`src/rtl/audio_pkg.sv`:
```
// -----------------------------------------------------------------------------
// audio_pkg
// Shared types and constants for the audio noise gate.
//   sample_t      signed 16-bit audio word
//   gain_t        unsigned 9-bit gain, 0..GAIN_UNITY (256 = unity)
//   env_t         15-bit magnitude envelope (|sample| saturated to 32767)
//   gate_state_t  CLOSED, ATTACK, OPEN, HOLD, RELEASE
//   abs_sat()     saturating absolute value, -32768 maps to 32767
// -----------------------------------------------------------------------------
package audio_pkg;

  localparam int SAMPLE_W   = 16;
  localparam int GAIN_W     = 9;
  localparam int ENV_W      = SAMPLE_W - 1;
  localparam int GAIN_SHIFT = 8;

  typedef logic signed [SAMPLE_W-1:0] sample_t;
  typedef logic        [GAIN_W-1:0]   gain_t;
  typedef logic        [ENV_W-1:0]    env_t;

  localparam gain_t   GAIN_UNITY = gain_t'(256);
  localparam sample_t SAMPLE_MIN = sample_t'(16'h8000);

  typedef enum logic [2:0] {
    CLOSED,
    ATTACK,
    OPEN,
    HOLD,
    RELEASE
  } gate_state_t;

  // The most negative sample has no positive twin in 16 bits, so it clips.
  function automatic env_t abs_sat(input sample_t s);
    env_t mag;
    if (s == SAMPLE_MIN)       mag = '1;
    else if (s[SAMPLE_W-1])    mag = env_t'(-s);
    else                       mag = env_t'(s);
    return mag;
  endfunction

endpackage

```
`src/rtl/gate_gain_mul.sv`:
```
// -----------------------------------------------------------------------------
// gate_gain_mul
// Registered gain stage for one audio channel: result = (sample * gain) >>> 8,
// or the raw sample when bypass is set. One cycle of latency.
// Ports:
//   clk, rst      clock and synchronous active-high reset
//   stb           sample valid this cycle
//   sample        signed input sample
//   gain          unsigned gain, 0..256
//   bypass        1 = pass sample unmodified
//   result        registered output sample
//   result_stb    one-cycle strobe, result updated
// -----------------------------------------------------------------------------
module gate_gain_mul
  import audio_pkg::*;
(
  input  logic    clk,
  input  logic    rst,
  input  logic    stb,
  input  sample_t sample,
  input  gain_t   gain,
  input  logic    bypass,
  output sample_t result,
  output logic    result_stb
);

  localparam int PROD_W = SAMPLE_W + GAIN_W + 1;

  logic signed [PROD_W-1:0] prod;
  sample_t                  scaled;

  // Gain is zero-extended so it multiplies as a positive signed value.
  assign prod = $signed({{(GAIN_W + 1){sample[SAMPLE_W-1]}}, sample})
              * $signed({{(SAMPLE_W + 1){1'b0}}, gain});

  // Arithmetic shift floors toward -inf; gain <= 256 keeps the result in 16 bits.
  assign scaled = sample_t'(prod >>> GAIN_SHIFT);

  // NOTE: sequential state uses non-blocking assignments so every register
  // samples the pre-edge values of its sources, independent of block order.
  always_ff @(posedge clk) begin
    if (rst) begin
      result     <= '0;
      result_stb <= 1'b0;
    end else begin
      result_stb <= stb;
      if (stb) result <= bypass ? sample : scaled;
    end
  end

endmodule

```
`src/rtl/audio_noise_gate.sv`:
```
// -----------------------------------------------------------------------------
// audio_noise_gate
// Stereo noise gate between the codec capture logic and the record/playback
// path. Stage 1 captures each sample and updates a shared peak envelope;
// stage 2 applies the gate gain. A per-frame FSM ramps the gain up when the
// envelope exceeds the threshold and back down after a hold period.
// Optional build macro:
//   NOISE_GATE_HYST_EN  close threshold = threshold >> 1 (hysteresis);
//                       otherwise the close threshold equals threshold.
// Ports:
//   CLOCK_50                system clock
//   RST                     synchronous reset, active-high
//   audio_inL/audio_inR     signed samples, valid with ADC_STBL/ADC_STBR
//   ADC_STBL/ADC_STBR       one-cycle strobes; ADC_STBR ends a frame
//   threshold               open threshold on the |sample| envelope
//   bypass                  1 = pass samples unmodified (same latency)
//   audio_outL/audio_outR   gated samples, 2 cycles after the input strobe
//   out_stbL/out_stbR       one-cycle output strobes
//   gate_open               1 in ATTACK, OPEN or HOLD
// -----------------------------------------------------------------------------
module audio_noise_gate
  import audio_pkg::*;
#(
  parameter int DECAY_SHIFT  = 4,
  parameter int ATTACK_STEP  = 32,
  parameter int RELEASE_STEP = 4,
  parameter int HOLD_FRAMES  = 4800
) (
  input  logic               CLOCK_50,
  input  logic               RST,
  input  logic signed [15:0] audio_inL,
  input  logic signed [15:0] audio_inR,
  input  logic               ADC_STBL,
  input  logic               ADC_STBR,
  input  logic        [14:0] threshold,
  input  logic               bypass,
  output logic signed [15:0] audio_outL,
  output logic signed [15:0] audio_outR,
  output logic               out_stbL,
  output logic               out_stbR,
  output logic               gate_open
);

  localparam gain_t       ATTACK_INC  = gain_t'(ATTACK_STEP);
  localparam gain_t       RELEASE_DEC = gain_t'(RELEASE_STEP);
  localparam logic [15:0] HOLD_LOAD   = 16'(HOLD_FRAMES - 1);

  sample_t           samp_l, samp_r;
  logic              stb1_l, stb1_r;
  env_t              env, env_next, peak, close_thr;
  gate_state_t       state;
  gain_t             gain, gain_up, gain_dn;
  logic [GAIN_W:0]   gain_sum;
  logic [15:0]       hold_cnt;

`ifdef NOISE_GATE_HYST_EN
  assign close_thr = threshold >> 1;
`else
  assign close_thr = threshold;
`endif

  // Simultaneous strobes collapse into a single envelope update on the larger
  // magnitude, so the decay rate per strobe event stays the same.
  always_comb begin
    // NOTE: every always_comb output gets a default first so no path infers a latch.
    peak     = '0;
    env_next = env;
    if (ADC_STBL) peak = abs_sat(audio_inL);
    if (ADC_STBR && (abs_sat(audio_inR) > peak)) peak = abs_sat(audio_inR);
    if (ADC_STBL || ADC_STBR)
      env_next = (peak > env) ? peak : env - (env >> DECAY_SHIFT);
  end

  assign gain_sum = {1'b0, gain} + {1'b0, ATTACK_INC};
  assign gain_up  = (gain_sum >= {1'b0, GAIN_UNITY}) ? GAIN_UNITY : gain_sum[GAIN_W-1:0];
  assign gain_dn  = (gain > RELEASE_DEC) ? gain - RELEASE_DEC : '0;

  // Stage 1: capture samples and track the envelope.
  always_ff @(posedge CLOCK_50) begin
    if (RST) begin
      samp_l <= '0;
      samp_r <= '0;
      stb1_l <= 1'b0;
      stb1_r <= 1'b0;
      env    <= '0;
    end else begin
      stb1_l <= ADC_STBL;
      stb1_r <= ADC_STBR;
      if (ADC_STBL) samp_l <= audio_inL;
      if (ADC_STBR) samp_r <= audio_inR;
      env <= env_next;
    end
  end

  // Gate FSM, evaluated once per frame while the right sample sits in stage 1
  // (env already holds that frame's update). Entering ATTACK applies the first
  // gain step immediately, so a full ramp takes 256/ATTACK_STEP frames from
  // the frame that opened the gate.
  always_ff @(posedge CLOCK_50) begin
    if (RST) begin
      state     <= CLOSED;
      gain      <= '0;
      hold_cnt  <= '0;
      gate_open <= 1'b0;
    end else if (stb1_r) begin
      case (state)
        CLOSED: begin
          gain <= '0;
          if (env >= threshold) begin
            state     <= ATTACK;
            gain      <= gain_up;
            gate_open <= 1'b1;
          end
        end
        ATTACK: begin
          if (env < close_thr) begin
            state     <= RELEASE;
            gate_open <= 1'b0;
          end else begin
            gain <= gain_up;
            if (gain_up == GAIN_UNITY) state <= OPEN;
          end
        end
        OPEN: begin
          gain <= GAIN_UNITY;
          if (env < close_thr) begin
            state    <= HOLD;
            hold_cnt <= HOLD_LOAD;
          end
        end
        HOLD: begin
          if (env >= threshold) begin
            state <= OPEN;
          end else if (hold_cnt == '0) begin
            state     <= RELEASE;
            gate_open <= 1'b0;
          end else begin
            hold_cnt <= hold_cnt - 16'd1;
          end
        end
        RELEASE: begin
          if (env >= threshold) begin
            state     <= ATTACK;
            gain      <= gain_up;
            gate_open <= 1'b1;
          end else begin
            gain <= gain_dn;
            if (gain_dn == '0) state <= CLOSED;
          end
        end
        default: begin
          state     <= CLOSED;
          gain      <= '0;
          gate_open <= 1'b0;
        end
      endcase
    end
  end

  // Stage 2: independent gain stages per channel, using the gain register
  // as it stands when the sample leaves stage 1.
  gate_gain_mul u_mul_l (
    .clk        (CLOCK_50),
    .rst        (RST),
    .stb        (stb1_l),
    .sample     (samp_l),
    .gain       (gain),
    .bypass     (bypass),
    .result     (audio_outL),
    .result_stb (out_stbL)
  );

  gate_gain_mul u_mul_r (
    .clk        (CLOCK_50),
    .rst        (RST),
    .stb        (stb1_r),
    .sample     (samp_r),
    .gain       (gain),
    .bypass     (bypass),
    .result     (audio_outR),
    .result_stb (out_stbR)
  );

endmodule
```
`config.mk`:
```
export PLATFORM = sky130hd
export DESIGN_NAME = audio_noise_gate
export DESIGN_NICKNAME = d
export VERILOG_FILES = /design/src/rtl/audio_pkg.sv /design/src/rtl/gate_gain_mul.sv /design/src/rtl/audio_noise_gate.sv
export SDC_FILE = /design/constraint.sdc
export NUM_CORES = 1
export LEC_CHECK = 0
export ABC_AREA = 0
export CAP_MARGIN = 20
export CORE_ASPECT_RATIO = 1.2
export CORE_MARGIN = 4
export CORE_UTILIZATION = 25
export CTS_CLUSTER_DIAMETER = 100
export DETAILED_ROUTE_END_ITERATION = 7
export GPL_ROUTABILITY_DRIVEN = 0
export PLACE_DENSITY_LB_ADDON = 0.05
export RECOVER_POWER = 50
export SLEW_MARGIN = 20
export SYNTH_ARGS = -nofsm -noshare
export SYNTH_HDL_FRONTEND = slang
export SYNTH_SLANG_ARGS = --single-unit
```
`constraint.sdc`:
```
create_clock -name CLOCK_50 -period 17.4 [get_ports CLOCK_50]
set_input_delay 4.35 -clock CLOCK_50 [delete_from_list [all_inputs] [get_ports CLOCK_50]]
set_output_delay 4.35 -clock CLOCK_50 [all_outputs]
set_load 0.01 [all_outputs]
```
==> impl_results.html <==
<table>
<tr><th>Metric</th><th>Value</th></tr>
<tr><th colspan="2">Run status</th></tr>
<tr><td>Result of the run</td><td>finished with violations</td></tr>
<tr><td>Violations in the final reports</td><td>max-capacitance violations, max-slew violations</td></tr>
<tr><th colspan="2">Power and ir drop</th></tr>
<tr><td>Leak pwr</td><td>9.26 nW</td></tr>
<tr><td>Part of the power in the clock network</td><td>21.4%</td></tr>
<tr><td>Gate power share</td><td>50.0%</td></tr>
<tr><td>VDD IR-drop max</td><td>0.0515 mV</td></tr>
<tr><td>Cell Int Power</td><td>0.656 mW</td></tr>
<tr><td>Overall power after layout</td><td>approximately 1.2 mW</td></tr>
<tr><td>Switching power as a share of total power</td><td>44.2%</td></tr>
<tr><td>Power Density</td><td>60.3 nW/um^2</td></tr>
<tr><td>Sequential group share of total power</td><td>~28%</td></tr>
<tr><td>Switching power of the nets</td><td>0.521 mW</td></tr>
<tr><th colspan="2">Floorplanning</th></tr>
<tr><td>Rows</td><td>between 100 and 150</td></tr>
<tr><td>Area of the core</td><td>between 60000 and 70000 um^2</td></tr>
<tr><td>Vert. Die Dim</td><td>298 um</td></tr>
<tr><td>Initial Util</td><td>25.4%</td></tr>
<tr><td>Horizontal die dimension</td><td>249 um</td></tr>
<tr><td>Die area</td><td>74200 um^2</td></tr>
<tr><td>Number of top-level design ports</td><td>87</td></tr>
<tr><th colspan="2">Setup path</th></tr>
<tr><td>Number of cells on the critical path</td><td>23</td></tr>
<tr><td>Worst Path Buf+Inv</td><td>1</td></tr>
<tr><td>Delay of the slowest cell on the worst path</td><td>0.62 ns</td></tr>
<tr><td>Maximum fanout encountered on the critical timing path</td><td>20</td></tr>
<tr><td>Launching point of the worst reg2reg path</td><td>gain[2]</td></tr>
<tr><td>Crit end category</td><td>register</td></tr>
<tr><td>Arrival time reported for the critical path endpoint</td><td>10.62 ns</td></tr>
<tr><td>Critical path launch point</td><td>audio_inL[3]</td></tr>
<tr><td>Reg-to-Reg End</td><td>u_mul_l.result[11]</td></tr>
<tr><td>Number of cells traversed by the worst register-to-register path</td><td>18</td></tr>
<tr><td>Cells traversed along the worst timing path</td><td>clkdlybuf4s50_1 &gt; or4_1 &gt; nor4_2 &gt; nand2_1 &gt; nor3b_2 &gt; o21ai_0 &gt; ha_1 &gt; nor2b_1 &gt; o21ai_0 &gt; a21oi_1 &gt; o31ai_1 &gt; a31oi_4 &gt; and2_1 &gt; or2_2 &gt; ha_1 &gt; nand2b_1 &gt; a21oi_1 &gt; a211oi_1 &gt; o211ai_1 &gt; and2_1 &gt; o21ai_0 &gt; a21oi_1 &gt; a211oi_1</td></tr>
<tr><td>Max stage delay cell, worst path</td><td>nor3b_2</td></tr>
<tr><td>Type of the worst setup path</td><td>in2reg</td></tr>
<tr><td>Required time at the endpoint of the critical path</td><td>between 15 and 20 ns</td></tr>
<tr><td>Cell family with the largest share of critical-path delay</td><td>simple AND/OR/NAND/NOR gates</td></tr>
<tr><td>Worst reg-to-reg setup slack</td><td>9.34 ns</td></tr>
<tr><td>Setup crit start kind</td><td>primary input</td></tr>
<tr><th colspan="2">Global route</th></tr>
<tr><td>Maximum number of pins on one net before global-route repair</td><td>66</td></tr>
<tr><td>Via count of the first global-routing pass</td><td>15200</td></tr>
<tr><td>Final global-route overflow total</td><td>0</td></tr>
<tr><td>Number of antenna violations at the first check in global routing</td><td>1</td></tr>
<tr><td>GRT Total Usage</td><td>15.4%</td></tr>
<tr><td>First-pass GRT wire length</td><td>90.3 mm</td></tr>
<tr><th colspan="2">Layout</th></tr>
<tr><td>Share of layout cells above drive strength 1</td><td>3.38%</td></tr>
<tr><td>Area growth from synthesis to layout</td><td>11.7%</td></tr>
<tr><td>Antenna cells</td><td>0</td></tr>
<tr><td>Final-layout fill cell count</td><td>about 7500</td></tr>
<tr><td>Post-layout nets</td><td>2541</td></tr>
<tr><td>Post-route cell area</td><td>19500 um^2</td></tr>
<tr><td>Share of the core filled with cells in the final layout</td><td>28.4%</td></tr>
<tr><th colspan="2">Synthesis</th></tr>
<tr><td>Dominant register cell in the synthesized netlist</td><td>dfxtp_1</td></tr>
<tr><td>Most common cell in the synthesized netlist</td><td>inv_1</td></tr>
<tr><td>Proportion of synthesized flip-flops having asynchronous set or reset</td><td>0%</td></tr>
<tr><td>Share of the yosys chip area belonging to registers</td><td>12.8%</td></tr>
<tr><td>Cell types occupying the most area after synthesis</td><td>fa_1 (26%), dfxtp_1 (13%), ha_1 (12%), inv_1 (7.3%), and2_1 (6.1%)</td></tr>
<tr><td>Number of instances in the synthesized netlist</td><td>2092</td></tr>
<tr><td>Number of distinct library cell variants in the gate-level netlist after synthesis</td><td>79</td></tr>
<tr><td>Average size of a mapped cell</td><td>around 8.4 um^2</td></tr>
<tr><td>Post-synth EDFFs</td><td>0</td></tr>
<tr><td>Net count after synthesis</td><td>2536</td></tr>
<tr><td>Number of warnings issued by yosys</td><td>0</td></tr>
<tr><td>Yosys reg bits</td><td>112</td></tr>
<tr><td>Post-synthesis instance area</td><td>17500 um^2</td></tr>
<tr><td>Largest area contributor in the synthesized netlist</td><td>fa_1</td></tr>
<tr><td>Most frequent cells after synthesis</td><td>inv_1 (342), fa_1 (229), nand2_1 (223), and2_1 (171), ha_1 (163)</td></tr>
<tr><td>Post-synth top area share</td><td>26.2%</td></tr>
<tr><th colspan="2">Placement</th></tr>
<tr><td>Sum of net half-perimeters after detailed placement</td><td>44.0 mm</td></tr>
<tr><td>Placed cell area</td><td>19200 um^2</td></tr>
<tr><td>Buffers on Ports</td><td>86</td></tr>
<tr><th colspan="2">Routing</th></tr>
<tr><td>Count of TritonRoute iterations in the first routing pass</td><td>5</td></tr>
<tr><td>Drt wl/cell</td><td>18.8 um</td></tr>
<tr><td>Iteration-0 DRC count of the detailed router</td><td>about 520</td></tr>
<tr><td>Routed Wire Length</td><td>56.5 mm</td></tr>
<tr><td>Drc violations</td><td>0</td></tr>
<tr><td>Via density per instance</td><td>4.67</td></tr>
<tr><td>Number of vias after detailed routing</td><td>14100</td></tr>
<tr><td>Post-route ant nets</td><td>0</td></tr>
<tr><th colspan="2">Min path</th></tr>
<tr><td>Worst min-delay path endpoint</td><td>u_mul_r.result[2]</td></tr>
<tr><td>Class of the worst hold path</td><td>reg2reg</td></tr>
<tr><td>Hold Crit Depth</td><td>1</td></tr>
<tr><td>Worst hold start</td><td>u_mul_r.result[2]</td></tr>
<tr><th colspan="2">Timing</th></tr>
<tr><td>Min cycle time layout</td><td>~11 ns</td></tr>
<tr><td>Sum of negative setup slack</td><td>0 ns</td></tr>
<tr><td>Transition at the pin with the smallest max-transition slack</td><td>3.45 ns</td></tr>
<tr><td>RSZ-0062 raised after global routing</td><td>false</td></tr>
<tr><td>Final setup violation count</td><td>0</td></tr>
<tr><td>Headroom to the max-slew limit</td><td>-130%</td></tr>
<tr><td>Number of max-slew violations in the final report</td><td>133</td></tr>
<tr><td>Fmax achieved</td><td>about 95 MHz</td></tr>
<tr><td>Setup clock skew after layout</td><td>0.0159 ns</td></tr>
<tr><td>Final Cycle Share</td><td>60.5%</td></tr>
<tr><td>Count of final hold-check violations</td><td>0</td></tr>
<tr><th colspan="2">Job</th></tr>
<tr><td>Number of violations of the max-capacitance limit</td><td>3</td></tr>
<tr><th colspan="2">Clock network</th></tr>
<tr><td>Htree depth</td><td>3</td></tr>
<tr><td>Post-CTS setup-driven buffer insertion count</td><td>0</td></tr>
<tr><td>TritonCTS Sinks</td><td>~110</td></tr>
<tr><td>Root Buffer</td><td>clkbuf_16</td></tr>
<tr><td>Clk pin slew, worst setup/hold paths</td><td>0.08 ns</td></tr>
<tr><td>Hold-fix buffers, CTS</td><td>0</td></tr>
<tr><td>CTS tree</td><td>yes</td></tr>
<tr><td>Skew-Pair Late Insertion Delay</td><td>approximately 0.38 ns</td></tr>
<tr><td>Clock Tree Buf Depth</td><td>2</td></tr>
<tr><td>Count of cells resized by post-cts repair</td><td>0</td></tr>
<tr><td>Clock buffers created by TritonCTS</td><td>9</td></tr>
</table>
## layout by cell type, fill, tap and decap left out, drive strengths merged, types with 23 or more instances in the layout
master / instances
nand3: 24
fa: 229
nor2: 121
o21ai: 69
a311oi: 24
a21oi: 62
inv: 345
a211oi: 32
dlygate4sd3: 32
and2: 181
clkdlybuf4s50: 51
xnor2: 54
mux2i: 47
dfxtp: 112
buf: 23
ha: 163
nand2: 223
xor2: 24
## how the worst max path moves through the flow
stage / endpoint
CTS: env[10]
global route: env[5]
detailed placement: env[10]
global placement: env[10]
floorplan: env[10]
finish: env[8]
## cells by family after synthesis
group	synth area share, %
XOR/XNOR	3.91
buffers and inverters	9.90
flip-flops	12.8
multiplexers	3.15
AO/OA/AOI/OAI	13.0
AND/OR/NAND/NOR	19.4
adder cells (fa/ha/maj)	37.9
## sequential cells by signal, summed over array words and instances (netlist names)
name                count
stb1_l                  1
u_mul_r.result         16
gate_open               1
u_mul_l.result_stb      1
gain                    9
samp_r                 16
hold_cnt               16
samp_l                 16
env                    15
stb1_r                  1
u_mul_l.result         16
u_mul_r.result_stb      1
state                   3
## power groups by stage
stage	registers [mW]	logic (mW)	clock network [mW]
after floorplan	0.308	0.436	0
after global placement	0.344	0.594	0
after detailed placement	0.344	0.594	0
after CTS	0.338	0.599	0.265
final	0.336	0.589	0.252
after global routing	0.343	0.672	0.269
## final cells by class
class	instances	area [um^2]	share of cell area, %
clock buffer	10	239	1.22
clock inverter	6	95.1	0.487
timing repair buffer	110	1010	5.19
sequential	112	2240	11.5
multi-input combinational	1522	13500	69.2
inverter	342	1280	6.57
tap	909	1140	5.82
## through the flow
step	hold slack, ns	setup slack, ns	std cells
after global routing	0.495	6.21	3011
after floorplan	0.438	7.83	2092
final	0.484	6.87	3011
after CTS	0.475	6.85	3010
after detailed placement	0.460	6.46	2994
after global placement	0.455	6.12	2994
## routing by layer
layer	vias up	part of all wire, %	track usage [%]
li1	6801	-	-
met1	7071	45	19.7
met2	153	51	28.2
met3	42	1.9	1.20
met4	2	2.1	3.57
met5	-	0.027	0
No activity file was read; power rests on OpenSTA's default activity.
